$ cat src/rtl/laplace_pkg.sv
// Shared definitions for the Laplace datapath (window buffer, adder tree, clamp).
// Provides the default pixel width, tap index constants and a counter-width helper.
package laplace_pkg;

  localparam int unsigned LAPLACE_PIX_W = 8;
  localparam int unsigned NUM_TAPS      = 5;

  // Position of each operand in a packed tap vector
  typedef enum logic [2:0] {
    TAP_C = 3'd0,
    TAP_N = 3'd1,
    TAP_S = 3'd2,
    TAP_E = 3'd3,
    TAP_W = 3'd4
  } tap_e;

  // Bits needed to count 0..n-1, never less than one
  function automatic int unsigned clog2_min1(input int unsigned n);
    int unsigned w;
    w = 1;
    while ((32'd1 << w) < n) w++;
    return w;
  endfunction

endpackage

$ cat src/rtl/laplace_line_ram.sv
// One image row of pixel storage.
// Ports: clk; we/addr/wdata synchronous write; rdata asynchronous read of addr.
// Contents are not reset; the window buffer never consumes a row it has not written.
module laplace_line_ram #(
  parameter int unsigned DEPTH = 64,
  parameter int unsigned WIDTH = 8,
  parameter int unsigned AW    = 6
) (
  input  logic             clk,
  input  logic             we,
  input  logic [AW-1:0]    addr,
  input  logic [WIDTH-1:0] wdata,
  output logic [WIDTH-1:0] rdata
);

  logic [WIDTH-1:0] mem_q [DEPTH];

  // Read sees the old word while a write to the same address is pending
  assign rdata = mem_q[addr];

  always_ff @(posedge clk) begin
    if (we) mem_q[addr] <= wdata;
  end

endmodule

$ cat src/rtl/laplace_window_buffer.sv
// Streaming line buffer feeding the Laplace adder tree.
// Takes a raster-order grayscale frame and, per interior pixel, emits the
// centre and its four neighbours as raw copies. One pixel per clock.
// Ports:
//   clk, rst_n                 clock, synchronous active-low reset
//   in_valid/in_ready/in_pix   pixel input handshake
//   out_valid/out_ready        operand-set output handshake
//   out_c/n/s/w/e              centre (r-1,c-1) and its neighbours
//   out_last                   flags the final set of a frame
module laplace_window_buffer
  import laplace_pkg::*;
#(
  parameter int unsigned IMG_W = 64,
  parameter int unsigned IMG_H = 64,
  parameter int unsigned PIX_W = LAPLACE_PIX_W
) (
  input  logic             clk,
  input  logic             rst_n,
  input  logic             in_valid,
  output logic             in_ready,
  input  logic [PIX_W-1:0] in_pix,
  output logic             out_valid,
  input  logic             out_ready,
  output logic [PIX_W-1:0] out_c,
  output logic [PIX_W-1:0] out_n,
  output logic [PIX_W-1:0] out_s,
  output logic [PIX_W-1:0] out_w,
  output logic [PIX_W-1:0] out_e,
  output logic             out_last
);

  localparam int unsigned COL_W = clog2_min1(IMG_W);
  localparam int unsigned ROW_W = clog2_min1(IMG_H);
  localparam logic [COL_W-1:0] COL_MAX = COL_W'(IMG_W - 1);
  localparam logic [ROW_W-1:0] ROW_MAX = ROW_W'(IMG_H - 1);

  logic [COL_W-1:0] col_q, col_d;
  logic [ROW_W-1:0] row_q, row_d;
  // Window rows: [0]=top (r-2), [1]=mid (r-1), [2]=bottom (r); cols [0]=c-2 .. [2]=c
  logic [2:0][2:0][PIX_W-1:0]       win_q, win_d;
  logic [NUM_TAPS-1:0][PIX_W-1:0]   taps_q, taps_d;
  logic                             out_valid_q, out_valid_d;
  logic                             out_last_q, out_last_d;

  logic             accept;
  logic [PIX_W-1:0] lb1_rdata;
  logic [PIX_W-1:0] lb2_rdata;

  // Single output register: free when empty or being drained this edge
  assign in_ready = !out_valid_q || out_ready;
  assign accept   = in_valid && in_ready;

  // lb1 holds row r-1, lb2 holds row r-2; lb2 is refilled from lb1's old word
  laplace_line_ram #(.DEPTH(IMG_W), .WIDTH(PIX_W), .AW(COL_W)) u_lb1 (
    .clk   (clk),
    .we    (accept),
    .addr  (col_q),
    .wdata (in_pix),
    .rdata (lb1_rdata)
  );

  laplace_line_ram #(.DEPTH(IMG_W), .WIDTH(PIX_W), .AW(COL_W)) u_lb2 (
    .clk   (clk),
    .we    (accept),
    .addr  (col_q),
    .wdata (lb1_rdata),
    .rdata (lb2_rdata)
  );

  // Window shift, raster counters and output-register update
  always_comb begin
    col_d       = col_q;
    row_d       = row_q;
    win_d       = win_q;
    taps_d      = taps_q;
    out_valid_d = out_valid_q;
    out_last_d  = out_last_q;

    // Pending set is taken; a new set accepted on this edge overrides below
    if (out_ready) begin
      out_valid_d = 1'b0;
      out_last_d  = 1'b0;
    end

    if (accept) begin
      win_d[0] = {lb2_rdata, win_q[0][2:1]};
      win_d[1] = {lb1_rdata, win_q[1][2:1]};
      win_d[2] = {in_pix,    win_q[2][2:1]};

      if (col_q == COL_MAX) begin
        col_d = '0;
        row_d = (row_q == ROW_MAX) ? '0 : row_q + ROW_W'(1);
      end else begin
        col_d = col_q + COL_W'(1);
      end

      // Row/col gating also hides stale window columns carried across rows/frames
      if (row_q >= ROW_W'(2) && col_q >= COL_W'(2)) begin
        out_valid_d   = 1'b1;
        out_last_d    = (row_q == ROW_MAX) && (col_q == COL_MAX);
        taps_d[TAP_C] = win_d[1][1];
        taps_d[TAP_N] = win_d[0][1];
        taps_d[TAP_S] = win_d[2][1];
        taps_d[TAP_W] = win_d[1][0];
        taps_d[TAP_E] = win_d[1][2];
      end
    end
  end

  always_ff @(posedge clk) begin
    if (!rst_n) begin
      col_q       <= '0;
      row_q       <= '0;
      win_q       <= '0;
      taps_q      <= '0;
      out_valid_q <= 1'b0;
      out_last_q  <= 1'b0;
    end else begin
      col_q       <= col_d;
      row_q       <= row_d;
      win_q       <= win_d;
      taps_q      <= taps_d;
      out_valid_q <= out_valid_d;
      out_last_q  <= out_last_d;
    end
  end

  assign out_valid = out_valid_q;
  assign out_last  = out_last_q;
  assign out_c     = taps_q[TAP_C];
  assign out_n     = taps_q[TAP_N];
  assign out_s     = taps_q[TAP_S];
  assign out_w     = taps_q[TAP_W];
  assign out_e     = taps_q[TAP_E];

endmodule

$ cat config.mk
export PLATFORM = sky130hd
export DESIGN_NAME = laplace_window_buffer
export DESIGN_NICKNAME = d
export VERILOG_FILES = /design/src/rtl/laplace_pkg.sv /design/src/rtl/laplace_line_ram.sv /design/src/rtl/laplace_window_buffer.sv
export SDC_FILE = /design/constraint.sdc
export NUM_CORES = 1
export LEC_CHECK = 0
export CELL_PAD_IN_SITES_DETAIL_PLACEMENT = 0
export CELL_PAD_IN_SITES_GLOBAL_PLACEMENT = 1
export CORE_UTILIZATION = 30
export DETAILED_ROUTE_END_ITERATION = 16
export HOLD_SLACK_MARGIN = 0.15
export PLACE_DENSITY = 0.52
export SYNTH_ARGS = -nofsm -noshare
export SYNTH_HDL_FRONTEND = slang
export SYNTH_HIERARCHICAL = 1
export SYNTH_SLANG_ARGS = --single-unit
$ cat constraint.sdc
create_clock -name clk -period 3.45 [get_ports clk]
set_input_delay 0.345 -clock clk [delete_from_list [all_inputs] [get_ports clk]]
set_output_delay 0.345 -clock clk [all_outputs]
set_load 0.1 [all_outputs]
==> Word-level counts from Yosys, hierarchy flattened <==
Memories as Yosys holds them, arrays and structs flattened. A register that Yosys moved wholly into a read port is not among the register bits.
Index checks and enable logic that the tools add are counted.
{ "word_totals": {"register_bits": 78, "ramBits": 1024, "inputBits": 12, "out_inout_bits": 43, "elab_cells": 40, "mem_count": 2} }
{ "classes": {"add_sub_neg": 2, "n_lt_le_gt_ge": 2, "eq_ne": 2, "mux": 12, "n_reduce_logical": 8} }
{ "memory_table": {"columns": ["name", "depth", "word_bits", "read_ports", "rd_clocked_by_memory_dff", "write_ports", "line", "source"], "rows": [
  ["u_lb1.mem_q", 64, 8, 1, 1, 1, "laplace_line_ram.sv:16", "logic [WIDTH-1:0] mem_q [DEPTH];"],
  ["u_lb2.mem_q", 64, 8, 1, 1, 1, "laplace_line_ram.sv:16", null]
]} }
{ "ops": {"columns": ["op", "n"], "rows": [
  ["two-way mux 6 bit", 4],
  ["adder 6 x 1 -> 6 bit, second input constant", 2],
  ["equality test 6 bit, second input constant", 2],
  [">= comparator 6 x 2 -> 1 bit, second input constant", 2],
  ["two-way mux 1 bit", 8],
  ["AND reduction 2 bit", 2],
  ["logical AND 1 bit", 3],
  ["logical NOT 1 bit", 2],
  ["logical OR 1 bit", 1]
]} }

==> Longest topological paths before layout <==
{ "logic_depth": {"ltp_word": 5, "ltp_mapped": 12, "mapped_depth_nobuf": 7} }

==> Hierarchy <==
The synthesis kept the hierarchy.
{ "modules_own_cells": {"columns": ["mod", "n_inst", "cells_each", "area_per_inst_um2", "seq_area_each_um2"], "rows": [
  ["laplace_line_ram", 2, 1163, 20289.5, 15374.7],
  ["laplace_window_buffer", 1, 393, 3422.0, 1721.7]
]} }

==> Worst setup path before layout <==
Ideal clock, no wire load.
{ "synth_path": {"kind": "register to register", "from": "reg col_q[1] (netlist name)", "to": "mem u_lb2.mem_q[0][2], data pin", "setup_time_ns": 0.688, "arrival_ns": 2.996, "t_required_ns": 2.762, "slack_ns": -0.234, "stages_incl_launch_ff": 10, "path_buffers": 4, "period_less_slack_ns": 3.684, "path_cell_list": "dfxtp_1 buf_6 buf_6 buf_2 buf_2 mux4_2 nand2_1 a21oi_1 a21oi_1 nand4_1"} }
{ "synth_lines": {"columns": ["item", "line"], "rows": [
  ["end: declaration", "laplace_line_ram.sv:16"]
]} }

==> impl_metrics.env <==
export IMPL_worst_r2r_endpoint="u_lb2/mem_q[26][3]"
export IMPL_cpMaxStageDelayCell="or4_2"
export IMPL_ioPinCount=55
export IMPL_row_count=140
export IMPL_syn_area_mm2=0.0440
export IMPL_synth_edff_count=1024
export IMPL_ys_flop_type="edfxtp_1"
export IMPL_whs_endpoint="col_q[4]"
export IMPL_fin_crit_ns=3.34
export IMPL_power_internal_uw=23100
export IMPL_clk_pin_slew_ns=0.07
export IMPL_die_area_mm2=0.148
export IMPL_critPathMaxFanout=32
export IMPL_place_congestion=0.838
export IMPL_netlist_instances=2719
export IMPL_seq_area_frac_synth=0.738
export IMPL_antenna_found_initial=0
export IMPL_p_switching_uw=6790
export IMPL_worst_slew_pin_slew_ns=1.23
export IMPL_grt_usage=0.177
export IMPL_hold_depth=3
export IMPL_slew_violations=0
export IMPL_r2r_setup_slack_ns=0.11
export IMPL_fillers=13698
export IMPL_swShare=0.227
export IMPL_p_seq_frac=0.502
export IMPL_antenna_left=0
export IMPL_drc=0
export IMPL_place_ws_ns=-0.276
export IMPL_fin_nets=3020
export IMPL_path_cells="buf_12 -> inv_1 -> buf_4 -> buf_4 -> a21oi_1 -> a211oi_1 -> o22ai_1 -> or4_2 -> buf_4"
export IMPL_hold_violations=0
export IMPL_rsz0062_at_grt="no"
export IMPL_via_per_inst=5.14
export IMPL_post_place_cells=4794
export IMPL_reg2reg_depth=9
export IMPL_clockBufferDepth=3
export IMPL_die_w_um=385
export IMPL_syn_num_nets=2735
export IMPL_worstSetupPathType="reg2reg"
export IMPL_combPwrFrac=0.069
export IMPL_power_density_mw_per_mm2=566
export IMPL_reg2reg_from="col_q[1]"
export IMPL_syn_avg_cell_area_um2=16.2
export IMPL_clk_insertion_delay_late_ns=0.77
export IMPL_grt_pass1_wl_um=190000
export IMPL_crit_top_cell="buf_4"
export IMPL_initial_core_util=0.302
export IMPL_fin_worst_skew_ns=0.0690
export IMPL_endpoint_kind="flip-flop"
export IMPL_hold_start="rst_n"
export IMPL_multi_input_area_mm2=0.0106
export IMPL_grt_start_max_net_pins=85
export IMPL_core_mm2=0.146
export IMPL_power_clock_fraction=0.429
export IMPL_synth_top_area_cell="edfxtp_1"
export IMPL_drt_wl_total_um=131000
export IMPL_die_y_um=385
export IMPL_finalSetupViolCount=0
export IMPL_yosysMostFrequentCell="edfxtp_1"
export IMPL_wl_per_cell_um=26.2
export IMPL_area_growth_pct=19.8
export IMPL_regArea_mm2=0.0325
export IMPL_final_cell_count_no_fill=5018
export IMPL_run_status="finished clean"
export IMPL_grt_pass1_vias=26321
export IMPL_cts_sinks=1110
export IMPL_startpoint_type="flip-flop"
export IMPL_yosysWarnings=6
export IMPL_cap_violations=0
export IMPL_cts_htree_levels=3
export IMPL_synth_async_reset_ratio=0
export IMPL_gr_total_overflow=0
export IMPL_critPathBufInv=5
export IMPL_netlist_area_leader_share=0.699
export IMPL_synth_area_leaders="edfxtp_1 (70%), mux4_2 (4.2%), dfxtp_1 (3.9%), mux2i_1 (3.8%), nand2_1 (2.0%)"
export IMPL_hpwl_um=86100
export IMPL_hold_class="in2reg"
export IMPL_dr_pass1_iters=7
export IMPL_cp_arrival_ns=3.80
export IMPL_vias=25770
export IMPL_synth_distinct_cells=68
export IMPL_drive_above_1_share=0.196
export IMPL_ir_worst_vdd_mv=0.496
export IMPL_cts_tree="yes"
export IMPL_fin_crit_sh=0.968
export IMPL_cp_data_required_time_ns=3.91
export IMPL_synth_seq_cells=1110
export IMPL_synth_top_cells_by_count="edfxtp_1 (1024), nand2_1 (239), nor2_1 (174)"
export IMPL_io_buffers=54
export IMPL_max_slew_margin=0.178
export IMPL_fin_ws_ns=0.110
export IMPL_fmax_mhz=299
export IMPL_cts_root_buffer="clkbuf_16"
export IMPL_numCtsBuffers=118
export IMPL_p_leak_uw=0.0167
export IMPL_slowest_delay_ns=0.84
export IMPL_cp_top_family="buffers and inverters"
export IMPL_drt_initial_drc_count=2265
## kinds of logic (layout without fill, tap and decap cells)
| kind of cell | Yosys count | count (layout) | synth area share |
|---|---|---|---|
| compound gates | 483 | 483 | 0.0797 |
| xor+xnor | 8 | 8 | 0.00159 |
| fa+ha+maj | 4 | 4 | 0.00114 |
| buf+inv | 196 | 577 | 0.0216 |
| flops | 1110 | 1110 | 0.738 |
| mux | 273 | 273 | 0.0861 |
| other cells | 0 | 1 | 0 |
| simple gates | 645 | 645 | 0.0719 |
## worst max-delay path by stage
stage | start | to | slack [ns] | cells past startpoint
6_report | col_q[1] | u_lb2/mem_q[26][3] | 0.11 | 9
5_1_grt | col_q[1] | u_lb2/mem_q[26][3] | 0.03 | 9
4_1_cts | col_q[1] | u_lb2/mem_q[40][1] | 0.009 | 10
3_5_place_dp | col_q[1] | win_q[17] | -0.28 | 10
3_3_place_gp | col_q[1] | win_q[17] | -0.35 | 10
2_1_floorplan | col_q[0] | u_lb2/mem_q[0][4] | 0.003 | 9
## final cells by class
| cell class | instances | area share |
|---|---|---|
| diodes | 1 | 0.0000475 |
| inverters | 11 | 0.000783 |
| clock buffers | 146 | 0.0598 |
| well taps | 1917 | 0.0455 |
| flip-flops and latches | 1110 | 0.616 |
| repair buffers | 350 | 0.0614 |
| multi-input cells | 1413 | 0.201 |
| clock inverters | 70 | 0.0148 |
## tightest hold or removal path, cell delays in order
cell and delay (ns):
buf_2 0.09, inv_1 0.28, nor2_1 0.18
## layer usage
metal / routed length (µm) / global-route usage / share of wire
met1: 57300 / 0.236 / 0.44
met2: 64600 / 0.297 / 0.49
met3: 5890 / 0.0247 / 0.045
met4: 3460 / 0.0519 / 0.026
met5: 0 / 0 / 0
## metrics by stage
| step | hold slack, ns | total power (µW) | cell area (µm²) | util | setup TNS [ns] |
|---|---|---|---|---|---|
| after global placement | 0.441 | 17300 | 48700 | 0.334 | -0.350 |
| after global routing | 0.193 | 30800 | 52700 | 0.362 | 0 |
| after floorplan | 0.437 | 16200 | 44000 | - | 0 |
| after CTS | 0.168 | 30200 | 52700 | 0.362 | 0 |
| final | 0.197 | 29800 | 52700 | 0.362 | 0 |
| after detailed placement | 0.447 | 17300 | 48700 | 0.334 | -0.445 |
## flip-flops by register name (all words and copies together), names as in the netlist
register and count:
out_w 8, row_q 6, u_lb1/mem_q 512, out_c 8
out_valid 1, out_s 8, out_last 1, out_n 8
col_q 6, win_q 32, u_lb2/mem_q 512, out_e 8
## repair_timing
item / 4_1_cts / 5_1_grt
gates resized for setup: 3 / 1
endpoints found under the setup margin: 82 / 70
hold buffers: 4 / 0
buffers inserted: 0 / 3
hold endpoints to repair: 87 / 0
## placed cells by master, fill, tap and decap left out, types with 48 or more instances in the layout
cell          n
nand2b_1     48
buf_4       252
nand2_1     239
edfxtp_1   1024
mux4_2       82
mux2i_1     167
nor2_1      171
a21oi_1      90
dfxtp_1      83
clkbuf_16   120
a22oi_1      80
## power groups by stage
stage	registers, µW	clock network [µW]	logic (µW)
2_1_floorplan	15300	0	974
3_3_place_gp	15300	0	2030
3_5_place_dp	15300	0	2060
4_1_cts	15000	13100	2070
5_1_grt	15000	13600	2180
6_report	15000	12800	2050
(Power assumes the default switching activity.)
